## src/rtl/eco32f_pkg.sv

```systemverilog
// Shared constants and types for the eco32f data-side write buffer.
// Wishbone cycle/burst encodings, buffer FSM states and the queued-entry layout.
package eco32f_pkg;

    localparam logic [2:0] CTI_CLASSIC = 3'b000;
    localparam logic [2:0] CTI_INCR    = 3'b010;
    localparam logic [2:0] CTI_EOB     = 3'b111;

    localparam logic [1:0] BTE_LINEAR  = 2'b00;
    localparam logic [1:0] BTE_WRAP4   = 2'b01;
    localparam logic [1:0] BTE_WRAP8   = 2'b10;
    localparam logic [1:0] BTE_WRAP16  = 2'b11;

    typedef enum logic [1:0] {
        ST_IDLE  = 2'd0,
        ST_DRAIN = 2'd1,
        ST_PASS  = 2'd2
    } wbuf_state_t;

    typedef struct packed {
        logic [31:0] adr;
        logic [3:0]  sel;
        logic [31:0] dat;
    } wbuf_entry_t;

    localparam int ENTRY_W = $bits(wbuf_entry_t);

endpackage

```

## src/rtl/eco32f_dwb_wbuf_if.sv

```systemverilog
// Wishbone B4 pipelined-less bus bundle; used once for the LSU side and once
// for the system-bus side of the write buffer.
interface eco32f_dwb_wbuf_if;
    logic [31:0] adr;
    logic [31:0] dat_w;
    logic [31:0] dat_r;
    logic [3:0]  sel;
    logic        cyc;
    logic        stb;
    logic        we;
    logic [2:0]  cti;
    logic [1:0]  bte;
    logic        ack;
    logic        err;
    logic        rty;

    modport master (
        output adr, dat_w, sel, cyc, stb, we, cti, bte,
        input  dat_r, ack, err, rty
    );

    modport slave (
        input  adr, dat_w, sel, cyc, stb, we, cti, bte,
        output dat_r, ack, err, rty
    );
endinterface

```

## src/rtl/eco32f_sync_fifo.sv

```systemverilog
// Small synchronous FIFO with a combinational head, so the owner can present the
// oldest entry on the bus without an extra read cycle.
module eco32f_sync_fifo #(
    parameter int WIDTH = 68,
    parameter int DEPTH = 4
) (
    input  logic                     clk,
    input  logic                     rst,
    input  logic                     i_push,
    input  logic                     i_pop,
    input  logic [WIDTH-1:0]         i_data,
    output logic [WIDTH-1:0]         o_head,
    output logic                     o_full,
    output logic                     o_empty,
    output logic [$clog2(DEPTH):0]   o_count
);
    localparam int AW = $clog2(DEPTH);

    logic [WIDTH-1:0] r_mem [DEPTH];
    logic [AW:0]      r_wr_ptr;
    logic [AW:0]      r_rd_ptr;

    // The extra MSB lets full and empty be told apart when the index bits match.
    always_ff @(posedge clk or posedge rst) begin
        if (rst) begin
            r_wr_ptr <= '0;
            r_rd_ptr <= '0;
        end else begin
            if (i_push) r_wr_ptr <= r_wr_ptr + 1'b1;
            if (i_pop)  r_rd_ptr <= r_rd_ptr + 1'b1;
        end
    end

    always_ff @(posedge clk) begin
        if (i_push) r_mem[r_wr_ptr[AW-1:0]] <= i_data;
    end

    assign o_head  = r_mem[r_rd_ptr[AW-1:0]];
    assign o_count = r_wr_ptr - r_rd_ptr;
    assign o_empty = (r_wr_ptr == r_rd_ptr);
    assign o_full  = (r_wr_ptr[AW] != r_rd_ptr[AW]) &&
                     (r_wr_ptr[AW-1:0] == r_rd_ptr[AW-1:0]);
endmodule

```

## src/rtl/eco32f_dwb_wbuf.sv

```systemverilog
// Posted-write buffer for the eco32f data Wishbone port: stores are acked at once and
// drained later as single writes; reads wait for the drain, then pass straight through.
module eco32f_dwb_wbuf
    import eco32f_pkg::*;
#(
    parameter int DEPTH = 4
) (
    input  logic                    clk,
    input  logic                    rst,
    eco32f_dwb_wbuf_if.slave        s,
    eco32f_dwb_wbuf_if.master       m,
    output logic                    wbuf_empty,
    output logic                    wbuf_werr
);
    localparam int CW = $clog2(DEPTH) + 1;

    wbuf_state_t r_state;
    wbuf_state_t w_state_next;
    logic        r_ack;
    logic        r_werr;
    logic        r_empty;
    logic        w_push;
    logic        w_pop;
    logic        w_full;
    logic        w_empty;
    logic [CW-1:0] w_count;
    logic [CW-1:0] w_count_next;
    wbuf_entry_t w_head;
    wbuf_entry_t w_wr_entry;

    assign w_wr_entry = '{adr: s.adr, sel: s.sel, dat: s.dat_w};

    // A draining pop frees a slot in the same cycle, so a full buffer can still accept.
    assign w_pop  = (r_state == ST_DRAIN) && (m.ack || m.err);
    assign w_push = s.cyc && s.stb && s.we && !r_ack && (r_state != ST_PASS) &&
                    (!w_full || w_pop);
    assign w_count_next = w_count + CW'(w_push) - CW'(w_pop);

    eco32f_sync_fifo #(
        .WIDTH (ENTRY_W),
        .DEPTH (DEPTH)
    ) u_fifo (
        .clk     (clk),
        .rst     (rst),
        .i_push  (w_push),
        .i_pop   (w_pop),
        .i_data  (w_wr_entry),
        .o_head  (w_head),
        .o_full  (w_full),
        .o_empty (w_empty),
        .o_count (w_count)
    );

    always_ff @(posedge clk or posedge rst) begin
        if (rst) begin
            r_state <= ST_IDLE;
            r_ack   <= 1'b0;
            r_werr  <= 1'b0;
            r_empty <= 1'b1;
        end else begin
            r_state <= w_state_next;
            r_ack   <= w_push;
            r_werr  <= (r_state == ST_DRAIN) && m.err && !m.ack;
            r_empty <= (w_count_next == '0) && (w_state_next != ST_DRAIN);
        end
    end

    always_comb begin
        w_state_next = r_state;
        m.adr   = '0;
        m.dat_w = '0;
        m.sel   = '0;
        m.cyc   = 1'b0;
        m.stb   = 1'b0;
        m.we    = 1'b0;
        m.cti   = CTI_CLASSIC;
        m.bte   = BTE_LINEAR;
        s.dat_r = '0;
        s.ack   = r_ack;
        s.err   = 1'b0;
        s.rty   = 1'b0;
        case (r_state)
            ST_IDLE: begin
                // Queued writes always go first so a following read sees them.
                if (!w_empty)                        w_state_next = ST_DRAIN;
                else if (s.cyc && s.stb && !s.we)    w_state_next = ST_PASS;
            end
            ST_DRAIN: begin
                m.adr   = w_head.adr;
                m.dat_w = w_head.dat;
                m.sel   = w_head.sel;
                m.cyc   = 1'b1;
                m.stb   = 1'b1;
                m.we    = 1'b1;
                m.cti   = CTI_EOB;
                m.bte   = BTE_LINEAR;
                if (m.ack || m.err || m.rty) w_state_next = ST_IDLE;
            end
            ST_PASS: begin
                m.adr   = s.adr;
                m.sel   = s.sel;
                m.cyc   = s.cyc;
                m.stb   = s.stb;
                m.cti   = s.cti;
                m.bte   = s.bte;
                s.dat_r = m.dat_r;
                s.ack   = m.ack;
                s.err   = m.err;
                s.rty   = m.rty;
                if (!s.cyc) w_state_next = ST_IDLE;
            end
            default: w_state_next = ST_IDLE;
        endcase
    end

    assign wbuf_empty = r_empty;
    assign wbuf_werr  = r_werr;
endmodule

```

## src/flat_wrapper.sv

```systemverilog
// flat-port wrapper written by rule: the top's interface ports become plain ports
module eco32f_dwb_wbuf_flat import eco32f_pkg::*;
#(
    parameter int DEPTH = 4
)
  (clk, rst, wbuf_empty, wbuf_werr, s_adr, s_dat_w, s_sel, s_cyc, s_stb, s_we, s_cti, s_bte, s_dat_r, s_ack, s_err, s_rty, m_adr, m_dat_w, m_sel, m_cyc, m_stb, m_we, m_cti, m_bte, m_dat_r, m_ack, m_err, m_rty);
  eco32f_dwb_wbuf_if s_i ();
  eco32f_dwb_wbuf_if m_i ();
  input  logic clk;
  input  logic rst;
  output logic wbuf_empty;
  output logic wbuf_werr;
  input wire logic [$bits(s_i.adr)-1:0] s_adr;
  input wire logic [$bits(s_i.dat_w)-1:0] s_dat_w;
  input wire logic [$bits(s_i.sel)-1:0] s_sel;
  input wire logic [$bits(s_i.cyc)-1:0] s_cyc;
  input wire logic [$bits(s_i.stb)-1:0] s_stb;
  input wire logic [$bits(s_i.we)-1:0] s_we;
  input wire logic [$bits(s_i.cti)-1:0] s_cti;
  input wire logic [$bits(s_i.bte)-1:0] s_bte;
  output wire logic [$bits(s_i.dat_r)-1:0] s_dat_r;
  output wire logic [$bits(s_i.ack)-1:0] s_ack;
  output wire logic [$bits(s_i.err)-1:0] s_err;
  output wire logic [$bits(s_i.rty)-1:0] s_rty;
  output wire logic [$bits(m_i.adr)-1:0] m_adr;
  output wire logic [$bits(m_i.dat_w)-1:0] m_dat_w;
  output wire logic [$bits(m_i.sel)-1:0] m_sel;
  output wire logic [$bits(m_i.cyc)-1:0] m_cyc;
  output wire logic [$bits(m_i.stb)-1:0] m_stb;
  output wire logic [$bits(m_i.we)-1:0] m_we;
  output wire logic [$bits(m_i.cti)-1:0] m_cti;
  output wire logic [$bits(m_i.bte)-1:0] m_bte;
  input wire logic [$bits(m_i.dat_r)-1:0] m_dat_r;
  input wire logic [$bits(m_i.ack)-1:0] m_ack;
  input wire logic [$bits(m_i.err)-1:0] m_err;
  input wire logic [$bits(m_i.rty)-1:0] m_rty;
  assign s_i.adr = s_adr;
  assign s_i.dat_w = s_dat_w;
  assign s_i.sel = s_sel;
  assign s_i.cyc = s_cyc;
  assign s_i.stb = s_stb;
  assign s_i.we = s_we;
  assign s_i.cti = s_cti;
  assign s_i.bte = s_bte;
  assign s_dat_r = s_i.dat_r;
  assign s_ack = s_i.ack;
  assign s_err = s_i.err;
  assign s_rty = s_i.rty;
  assign m_adr = m_i.adr;
  assign m_dat_w = m_i.dat_w;
  assign m_sel = m_i.sel;
  assign m_cyc = m_i.cyc;
  assign m_stb = m_i.stb;
  assign m_we = m_i.we;
  assign m_cti = m_i.cti;
  assign m_bte = m_i.bte;
  assign m_i.dat_r = m_dat_r;
  assign m_i.ack = m_ack;
  assign m_i.err = m_err;
  assign m_i.rty = m_rty;
  eco32f_dwb_wbuf #(.DEPTH(DEPTH)) u_core (.clk(clk), .rst(rst), .s(s_i), .m(m_i), .wbuf_empty(wbuf_empty), .wbuf_werr(wbuf_werr));
endmodule
```

## config.mk

```make
export PLATFORM = sky130hd
export DESIGN_NAME = eco32f_dwb_wbuf_flat
export DESIGN_NICKNAME = d
export VERILOG_FILES = /design/src/rtl/eco32f_pkg.sv /design/src/rtl/eco32f_dwb_wbuf_if.sv /design/src/rtl/eco32f_sync_fifo.sv /design/src/rtl/eco32f_dwb_wbuf.sv /design/src/flat_wrapper.sv
export SDC_FILE = /design/constraint.sdc
export NUM_CORES = 1
export LEC_CHECK = 0
export CORE_MARGIN = 2
export CORE_UTILIZATION = 50
export DETAILED_ROUTE_END_ITERATION = 12
export HOLD_SLACK_MARGIN = 0.03
export PLACE_DENSITY_LB_ADDON = 0.1
export SLEW_MARGIN = 15
export SYNTH_ARGS = -nofsm -noshare
export SYNTH_HDL_FRONTEND = slang
export SYNTH_SLANG_ARGS = --single-unit
```

## constraint.sdc

```tcl
create_clock -name clk -period 3.45 [get_ports clk]
set_clock_uncertainty 0.05 [all_clocks]
set_input_delay 0.5175 -clock clk [delete_from_list [all_inputs] [get_ports clk]]
set_output_delay 0.5175 -clock clk [all_outputs]
set_load 0.01 [all_outputs]
```

# Word level (Yosys, flattened, before mapping)
# Memory sizes are Yosys's and may differ from the RTL's.
# Index checks and enable logic that the tools add are counted.
[word_totals]
ff_bits = 11
mem_bits_rw = 272
out_inout_bits = 113
elab_cells = 58
memories = 1
[op_classes]
add_sub_neg = 5
n_eq_ne = 7
n_mux = 19
n_reduce_logical = 20
[memory_table]
columns = ["memory", "depth", "width", "rd", "rd_clocked_by_memory_dff", "wr", "line_no", "rtl"]
rows = [
  ["u_core.u_fifo.r_mem", 4, 68, 1, 0, 1, "eco32f_sync_fifo.sv:19", "logic [WIDTH-1:0] r_mem [DEPTH];"],
]
[ops]
columns = ["operator", "n"]
rows = [
  ["2-to-1 mux 32 bit", 2],
  ["case mux 32 bit (2 select lines)", 1],
  ["logical AND 1 bit", 11],
  ["2-to-1 mux 2 bit", 5],
  ["case mux 4 bit (2 select lines)", 1],
  ["adder 3 x 1 -> 3 bit (second input constant)", 2],
  ["2-to-1 mux 1 bit", 6],
  ["case mux 2 bit (3 select lines)", 1],
  ["case mux 3 bit (2 select lines)", 1],
  ["logical NOT 1 bit", 4],
  ["case mux 1 bit (2 select lines)", 2],
  ["adder 3 x 1 -> 3 bit", 1],
  ["== test 3 bit", 1],
  ["logical NOT 3 bit", 1],
  ["logical OR 1 bit", 3],
  ["subtractor 3 x 1 -> 3 bit", 1],
  ["subtractor 3 bit", 1],
  ["== test 2 x 1 -> 1 bit (second input constant)", 1],
  ["== test 2 bit", 1],
  ["== test 2 bit (second input constant)", 1],
  ["logical NOT 2 bit", 1],
  ["inequality test 2 x 1 -> 1 bit (second input constant)", 1],
  ["inequality test 2 bit (second input constant)", 1],
  ["inequality test 1 bit", 1],
]

# Logic depth before layout (Yosys ltp)
# Gate-level depths: netlist (run 1).
[depth]
depth_word = 9
ltp_mapped = 13
ltp_nobuf = 13

# By module
# Synthesis (run 1) repeated with hierarchy kept, for this count alone.
[hier_totals]
hier_cells = 605
hier_area_um2 = 11676.2
[by_module_without_submodules]
columns = ["mod", "instances", "cells_each", "area_each_um2"]
rows = [
  ["eco32f_sync_fifo", 1, 394, 10217.3],
  ["eco32f_dwb_wbuf", 1, 211, 1458.9],
]

# Worst setup path after synthesis (run 1)
# OpenSTA, ideal clock, no wires.
[synth_timing]
kind = "flip-flop to flip-flop"
start = "reg u_core.r_state[1]"
end = "mem u_core.u_fifo.r_mem[3][0] (enable)"
setup_time_ns = 0.435
arrival_ns = 2.796
slack_ns = 0.169
stages_incl_launch_ff = 6
synth_period_minus_slack_ns = 3.281
cell_sequence = "dfrtp_1 > inv_1 > ha_1 > o21ai_1 > nand4_1 > and3_1"
[synth_between]
elab_chain_cells = 6
word_cells_on_any_way = 8
cone_classes = "2 x eq/ne; 2 x mux; 4 x reduce/logical"
[synth_lines]
columns = ["item", "line_no", "rtl"]
rows = [
  ["start: declaration", "eco32f_dwb_wbuf.sv:17", "wbuf_state_t r_state;"],
  ["start signal: assignment", "eco32f_dwb_wbuf.sv:61", "r_state <= w_state_next;"],
  ["== test 2 x 1 -> 1 bit", "eco32f_dwb_wbuf.sv:34", "assign w_pop = (r_state == ST_DRAIN) && (m.ack || m.err);"],
  ["logical AND 1 bit", "eco32f_dwb_wbuf.sv:34", ""],
  ["logical OR 1 bit", "eco32f_dwb_wbuf.sv:36", "(!w_full || w_pop);"],
  ["logical AND 1 bit *", "eco32f_dwb_wbuf.sv:35", "assign w_push = s.cyc && s.stb && s.we && !r_ack && (r_state != ST_PASS) &&"],
  ["2-to-1 mux 1 bit *", "eco32f_sync_fifo.sv:35", "if (i_push) r_mem[r_wr_ptr[AW-1:0]] <= i_data;"],
  ["2-to-1 mux 1 bit (not written as such) *", "eco32f_sync_fifo.sv:35", ""],
  ["end: declaration", "eco32f_sync_fifo.sv:19", ""],
]
# Every way passes the cells marked *; elsewhere a longest branch is shown, timed or not.

# Final worst setup path (run 1)
[layout_timing]
start = "reg u_core.r_state[1]"
end = "out m_adr[1]"
[layout_between]
elab_chain_cells = 2
word_cells_on_any_way = 3
cone_classes = "2 x eq/ne; 1 x mux"
[layout_lines]
columns = ["item", "line_no", "rtl"]
rows = [
  ["== test 2 bit / == test 2 x 1 -> 1 bit (equally long branches)", "eco32f_dwb_wbuf.sv:82", "case (r_state)"],
  ["case mux 32 bit (2 select lines) *", "eco32f_dwb_wbuf.sv:82", ""],
  ["end: declaration", "flat_wrapper.sv:25", "output wire logic [$bits(m_i.adr)-1:0] m_adr;"],
]
# Marked as above.

==> results of run 1 <==
power breakdown:
group / switching (mW) / total [mW] / internal (mW) / leakage [nW]
Clock: 1.19 / 2.71 / 1.53 / 0.406
Sequential: 0.0873 / 4.10 / 4.02 / 2.59
Combinational: 1.86 / 4.08 / 2.22 / 2.07
final timing paths:
check                      slack [ns]  cells past startpoint                      start                        end
setup / recovery                 0.16                      6          u_core.r_state[1]                   m_adr[1]
hold / removal                   0.25                      2                        rst  u_core.u_fifo.r_wr_ptr[1]
setup reg to reg                 0.39                     13          u_core.r_state[1]          u_core.wbuf_empty
hold reg to reg                  0.44                      1  u_core.u_fifo.r_wr_ptr[2]  u_core.u_fifo.r_wr_ptr[2]
max in group asynchronous        2.73                      2                        rst  u_core.u_fifo.r_rd_ptr[1]
min in group clk                 0.44                      1  u_core.u_fifo.r_wr_ptr[2]  u_core.u_fifo.r_wr_ptr[2]
metrics by stage:
step	power (mW)	hold slack, ns	TNS [ns]	utilization, %
floorplan	6.686	0.3192	0	-
global placement	8.240	0.4238	0	63.15
detailed placement	8.306	0.4318	-0.02625	63.15
CTS	11.05	0.2430	0	66.75
global route	11.46	0.2991	0	66.77
finish	10.89	0.2468	0	66.77
sequential cells by signal, summed over array words and instances, names as in the netlist:
| signal | cells |
|---|---|
| u_core.r_ack | 1 |
| u_core.r_state | 2 |
| u_core.u_fifo.r_mem | 272 |
| u_core.u_fifo.r_rd_ptr | 3 |
| u_core.u_fifo.r_wr_ptr | 3 |
| u_core.wbuf_empty | 1 |
| u_core.wbuf_werr | 1 |
timing repair:
action                                  in CTS  in global routing
buffers inserted                             0                  0
endpoints found under the setup margin      31                  5
hold endpoints to repair                     0                  0
resized for setup                            2                  1
cell usage after synthesis (5+ instances only):
| cell | instances |
|---|---|
| edfxtp_1 | 272 |
| and2_1 | 69 |
| mux4_2 | 58 |
| nor2b_1 | 41 |
| a22oi_1 | 36 |
| clkbuf_1 | 22 |
| ha_1 | 11 |
| dfrtp_1 | 10 |
| mux4_1 | 10 |
| inv_1 | 9 |
| buf_2 | 6 |
| xnor2_1 | 6 |
| a21oi_1 | 5 |
cell type report:
class                           count  area (sq um)  share of cell area, %
Sequential cell                   283          8452                  55.40
Tap cell                          313         391.6                  2.567
Antenna cell                        1         2.502                0.01640
Clock inverter                     13         58.81                 0.3855
Timing Repair Buffer              248          2547                  16.70
Multi-Input combinational cell    267          3014                  19.76
Clock buffer                       37         755.7                  4.954
Inverter                            9         33.78                 0.2214
cell usage in the layout, fill, tap and decap left out, types with 2 or more instances in the layout:
cell type	n
edfxtp_1	272
clkdlybuf4s50_1	225
and2_1	69
mux4_2	58
nor2b_1	41
a22oi_1	36
clkbuf_16	29
buf_4	12
mux4_1	10
inv_1	9
ha_1	9
buf_12	9
clkinv_2	8
clkbuf_1	8
dfrtp_1	8
xnor2_1	6
a21oi_1	5
clkinv_1	5
nor2_1	4
and3_4	4
xor2_1	3
mux2_2	2
nand2_1	2
fa_1	2
ha_2	2
dfrtp_4	2
routing by layer:
metal | routed length, um | global-route usage (%) | vias up
met5 | 13 | 0 | -
met4 | 430 | 5.152 | 2
met3 | 1691 | 4.240 | 33
met2 | 12680 | 35.17 | 227
met1 | 9756 | 25.66 | 3307
li1 | - | - | 2874
worst register-to-register path, cell delays in order, from the launching register on:
cell	delay, ns
dfrtp_1	0.40
inv_1	0.10
ha_2	0.21
o21ai_1	0.16
nand4_1	0.15
and2_1	0.22
fa_1	0.41
inv_1	0.09
fa_1	0.39
inv_1	0.07
ha_1	0.16
xnor2_1	0.13
xnor2_1	0.09
a2111oi_2	0.33
kinds of logic after synthesis:
group / after synthesis / share of synthesized area [%]
and+or+nand+nor: 127 / 6.722
xor gates and xnor gates: 9 / 0.6733
AOI/OAI and AO/OA: 48 / 3.024
adders and majority gates: 13 / 1.517
DFF: 283 / 72.12
muxes: 70 / 13.59
buffers and inverters: 46 / 2.351
==> key figures, run 1 <==
Yosys
  – Mapped Area: 11710 sq um
  – Post-synthesis cell count: 596
  – Async SR Flop Fraction: 3.887%
  – Number of library cell types mapped by synthesis: 37
  – Post-synth EDFFs: 272
  – Post-synthesis sequential area ratio: 72.12%
  – Yosys top cell area share: 69.76%
  – Syn Area/Cell: 19.65 sq um
  – Yosys reg bits: 283
  – Top cells by area, synth: edfxtp_1 (70%), mux4_2 (11%), and2_1 (3.7%)
  – Ys flop type: edfxtp_1
  – Synthesis Warnings: 0
  – Mapped Nets: 722
  – Area leader, netlist: edfxtp_1

Clocking
  – H-tree levels: 1
  – Worst skew pair latency: 0.53 ns
  – Hold-fix buffers, CTS: 0
  – CTS tree: yes
  – Worst-path clk slew: 0.06 ns
  – Clock tree buffer depth: 3
  – CTS Buf Count: 28
  – CTS Sinks: 283
  – Root Buffer: clkbuf_16

GRT
  – Total GRT Usage: 20.04%
  – Global route overflow: 0
  – First-pass GRT wire length: 37870 um
  – Largest net degree at the start of global routing: 81
  – Antenna violations before repair: 2
  – Number of global-route vias before repair: 6958

Drt
  – Antenna Nets Post-Route: 0
  – Total detailed-routing wirelength: 24580 um
  – Residual DRC count: 0
  – Drt wl/cell: 20.99 um
  – Via density: 5.502
  – First-pass DRT Iterations: 4
  – Via count: 6443
  – Iter 0 DRT Violations: 355

Timing
  – Final WS setup: 0.1581 ns
  – Tmin final: 3.292 ns
  – Tcrit/Tclk final: 95.42%
  – Slew HR: 56.53%
  – RSZ-0062 raised after global routing: false
  – FMAX: 0.3038 GHz
  – Fin. max-slew vios: 0
  – # setup viols final: 0
  – Final Hold Fails: 0
  – Worst-Margin Slew: 0.6430 ns

Power
  – Power Dens Cells: 713.9 nW/um^2
  – Leak: 5.064 nW
  – Maximum vdd drop: 0.5979 mV

Place
  – Placed Instances: 1120
  – Port bufs: 225
  – DPL Wire Length: 15130 um
  – RD Place Congestion: 0.7965
  – Worst slack, placed: -0.02625 ns
  – Placed Area: 14430 sq um

Finish
  – Proportion of layout cells with a drive suffix above 1: 15.17%
  – Final Cell Area: 15260 sq um
  – Nets: 963
  – Non-filler cells, final: 1171
  – Layout area overhead: 30.30%
  – Fillcell total: 1592

Die
  – Die area: 24660 sq um
  – Core ar.: 22850 sq um
  – Starting Density: 51.25%
  – Std-Cell Rows: 55
  – Die Ht: 157.0 um
  – Die width: 157.0 um
  – Top Ports: 226

Run status
  – Status: complete, no violations

Setup path
  – Required @ worst endpoint: 2.88 ns
  – Crit-path cells: inv_1 > ha_2 > clkbuf_8 > a22oi_1 > nor2b_1 > clkdlybuf4s50_1
  – Worst Setup End Kind: primary output
  – Crit path max-delay family: buffers and inverters
  – Buf+Inv Stages, Crit Path: 3
  – Crit path kind: flop to primary output
  – Crit path DAT: 2.72 ns
  – Startpoint types: flop
  – Crit-path max FO: 76
  – Critical Path Max Stage Delay: 0.57 ns
  – Critical path's slowest cell: clkdlybuf4s50_1

Hold path
  – Worst Hold Class: input pin to async pin

Run
  – Max-Cap Viols: 0
Note: power is estimated with default switching activity, not from simulation.
==> run 2: changes to the inputs <==
--- a/config.mk
+++ b/config.mk
@@ -10,7 +10,9 @@
 export DETAILED_ROUTE_END_ITERATION = 12
 export HOLD_SLACK_MARGIN = 0.03
 export PLACE_DENSITY_LB_ADDON = 0.1
+export SKIP_CTS_REPAIR_TIMING = 1
 export SLEW_MARGIN = 15
 export SYNTH_ARGS = -nofsm -noshare
 export SYNTH_HDL_FRONTEND = slang
 export SYNTH_SLANG_ARGS = --single-unit
+export TNS_END_PERCENT = 30
==> key figures, run 2 (synthesis results as in run 1) <==
Drt
  – First-pass DRT Iterations: 4 (unchanged)
  – Total detailed-routing wirelength: 24630 um (+0.20%)
  – Via count: 6463 (+0.31%)
  – Antenna Nets Post-Route: 0 (unchanged)
  – Residual DRC count: 0 (unchanged)
  – Via density: 5.519 (+0.31%)
  – Iter 0 DRT Violations: 361 (+1.7%)
  – Drt wl/cell: 21.03 um (+0.20%)

Place
  – Worst slack, placed: -0.02625 ns (unchanged)
  – DPL Wire Length: 15130 um (unchanged)
  – Placed Instances: 1120 (unchanged)
  – Port bufs: 225 (unchanged)
  – Placed Area: 14430 sq um (unchanged)
  – RD Place Congestion: 0.7965 (unchanged)

Finish
  – Nets: 963 (unchanged)
  – Final Cell Area: 15260 sq um (unchanged)
  – Fillcell total: 1592 (unchanged)
  – Most frequent cells in the layout: edfxtp_1 (272), clkdlybuf4s50_1 (225), and2_1 (69), mux4_2 (58), nor2b_1 (41)
  – Non-filler cells, final: 1171 (unchanged)
  – Proportion of layout cells with a drive suffix above 1: 15.17% (unchanged)
  – Layout area overhead: 30.30% (unchanged)
  – Largest register FFs: 272 (unchanged)
  – Commonest non-fill, non-tap cell in the layout: edfxtp_1

Die
  – Die width: 157.0 um (unchanged)
  – Std-Cell Rows: 55 (unchanged)
  – Die area: 24660 sq um (unchanged)
  – Die Ht: 157.0 um (unchanged)
  – Starting Density: 51.25% (unchanged)
  – Top Ports: 226 (unchanged)
  – Core ar.: 22850 sq um (unchanged)

GRT
  – Most Used Layer, Global Route: met2
  – Antenna violations before repair: 2 (unchanged)
  – M3 GR Usage: 4.268% (+0.028 points)
  – Number of global-route vias before repair: 6962 (+0.057%)
  – Met2 Track Usage GR: 35.15% (about the same)
  – GR Util met1: 25.62% (-0.039 points)
  – Global route overflow: 0 (unchanged)
  – Total GRT Usage: 20.07% (+0.031 points)
  – First-pass GRT wire length: 37900 um (about the same)
  – Largest net degree at the start of global routing: 81 (unchanged)

Timing
  – Tmin final: 3.301 ns (+0.009561 ns)
  – Tcrit/Tclk final: 95.70% (+0.28 points)
  – Worst-Margin Slew: 0.7369 ns (+0.09389 ns)
  – Fin. max-slew vios: 0 (unchanged)
  – Final WS setup: 0.1485 ns (-0.009561 ns)
  – Final Hold Fails: 0 (unchanged)
  – Slew HR: 50.18% (-6.3 points)
  – FMAX: 0.3029 GHz (-0.29%)
  – # setup viols final: 0 (unchanged)

Setup path
  – Critical path's slowest cell: clkdlybuf4s50_1
  – Crit path kind: flop to primary output
  – Critical Path Max Stage Delay: 0.57 ns (about the same)
  – Required @ worst endpoint: 2.88 ns (about the same)
  – Crit path DAT: 2.73 ns (about the same)
  – Crit-path cells: inv_1 > ha_2 > clkbuf_8 > a22oi_1 > nor2b_1 > clkdlybuf4s50_1
  – Worst Setup End Kind: primary output
  – Reg2reg end: u_core.wbuf_empty
  – Reg2reg path depth: 13 (unchanged)
  – Crit-path max FO: 76 (unchanged)
  – Startpoint types: flop
  – Launch point of the worst reg-to-reg path: u_core.r_state[1]
  – Flop-to-flop setup slack: 0.38 ns (about the same)

Power
  – Maximum vdd drop: 0.5976 mV (about the same)
  – Total power: 10.90 mW (about the same)
  – Leak: 5.064 nW (unchanged)
  – Power Dens Cells: 714.3 nW/um^2 (about the same)

Clocking
  – CTS Sinks: 283 (unchanged)
  – H-tree levels: 1 (unchanged)
  – CTS Buf Count: 28 (unchanged)
  – Clock tree buffer depth: 3 (unchanged)
  – CTS tree: yes
  – Worst skew pair latency: 0.53 ns (about the same)
  – Worst-path clk slew: 0.06 ns (about the same)
  – Root Buffer: clkbuf_16

Run status
  – Status: complete, no violations

Hold path
  – Worst Hold Class: input pin to async pin

Run
  – Max-Cap Viols: 0 (unchanged)
## run 2: cell counts in the layout (fill, tap and decap cells not counted)
No cell type changed its count.
## run 2: final cells by class
cell class                      instances  area (sq um)  share of cell area (%)
Sequential cell                       283          8452                   55.40
Multi-Input combinational cell        267          3014                   19.76
Timing Repair Buffer                  248          2547                   16.70
Clock buffer                           37         755.7                   4.954
Tap cell                              313         391.6                   2.567
Clock inverter                         13         58.81                  0.3855
Inverter                                9         33.78                  0.2214
Antenna cell                            1         2.502                 0.01640
## run 2: stage by stage
step           setup TNS [ns]  utilization [%]  hold slack [ns]
2_1_floorplan               0                -           0.3192
4_1_cts               -0.7489            66.72           0.2430
6_report                    0            66.77           0.2480
5_1_grt            -0.0002309            66.77           0.2991
3_5_place_dp         -0.02625            63.15           0.4318
3_3_place_gp                0            63.15           0.4238
## run 2: worst max-delay path, delay by kind of cell, from the launching register on
| family | cells | cell delay [ns] |
|---|---|---|
| AOI/OAI and AO/OA | 1 | 0.14 |
| adders and majority gates | 1 | 0.22 |
| DFF | 1 | 0.42 |
| buffers and inverters | 3 | 1.16 |
| and+or+nand+nor | 1 | 0.21 |
## run 2: where the power goes
| group | leakage [nW] | total, mW | switching [mW] | internal [mW] |
|---|---|---|---|---|
| clock | 0.406 | 2.71 | 1.18 | 1.53 |
| sequential | 2.59 | 4.10 | 0.0876 | 4.02 |
| combinational | 2.07 | 4.08 | 1.86 | 2.22 |
## run 2: per-layer routing
metal  vias to the layer above  routed length (um)
met4                         2                 471
li1                       2872                   -
met3                        36                1778
met1                      3326                9864
met2                       227               12500
met5                         -                  13
## run 2: worst max-delay path by stage
| stage | start | endpoint | slack (ns) |
|---|---|---|---|
| final | u_core.r_state[1] | m_adr[1] | 0.15 |
| after global routing | u_core.r_state[1] | m_adr[1] | -0.0002 |
| after CTS | u_core.r_state[1] | m_adr[1] | -0.1 |
| after detailed placement | s_stb | u_core.wbuf_empty | -0.03 |
| after global placement | s_stb | u_core.wbuf_empty | 0.07 |
| after floorplan | u_core.r_state[1] | u_core.u_fifo.r_mem[3][0] | 0.17 |
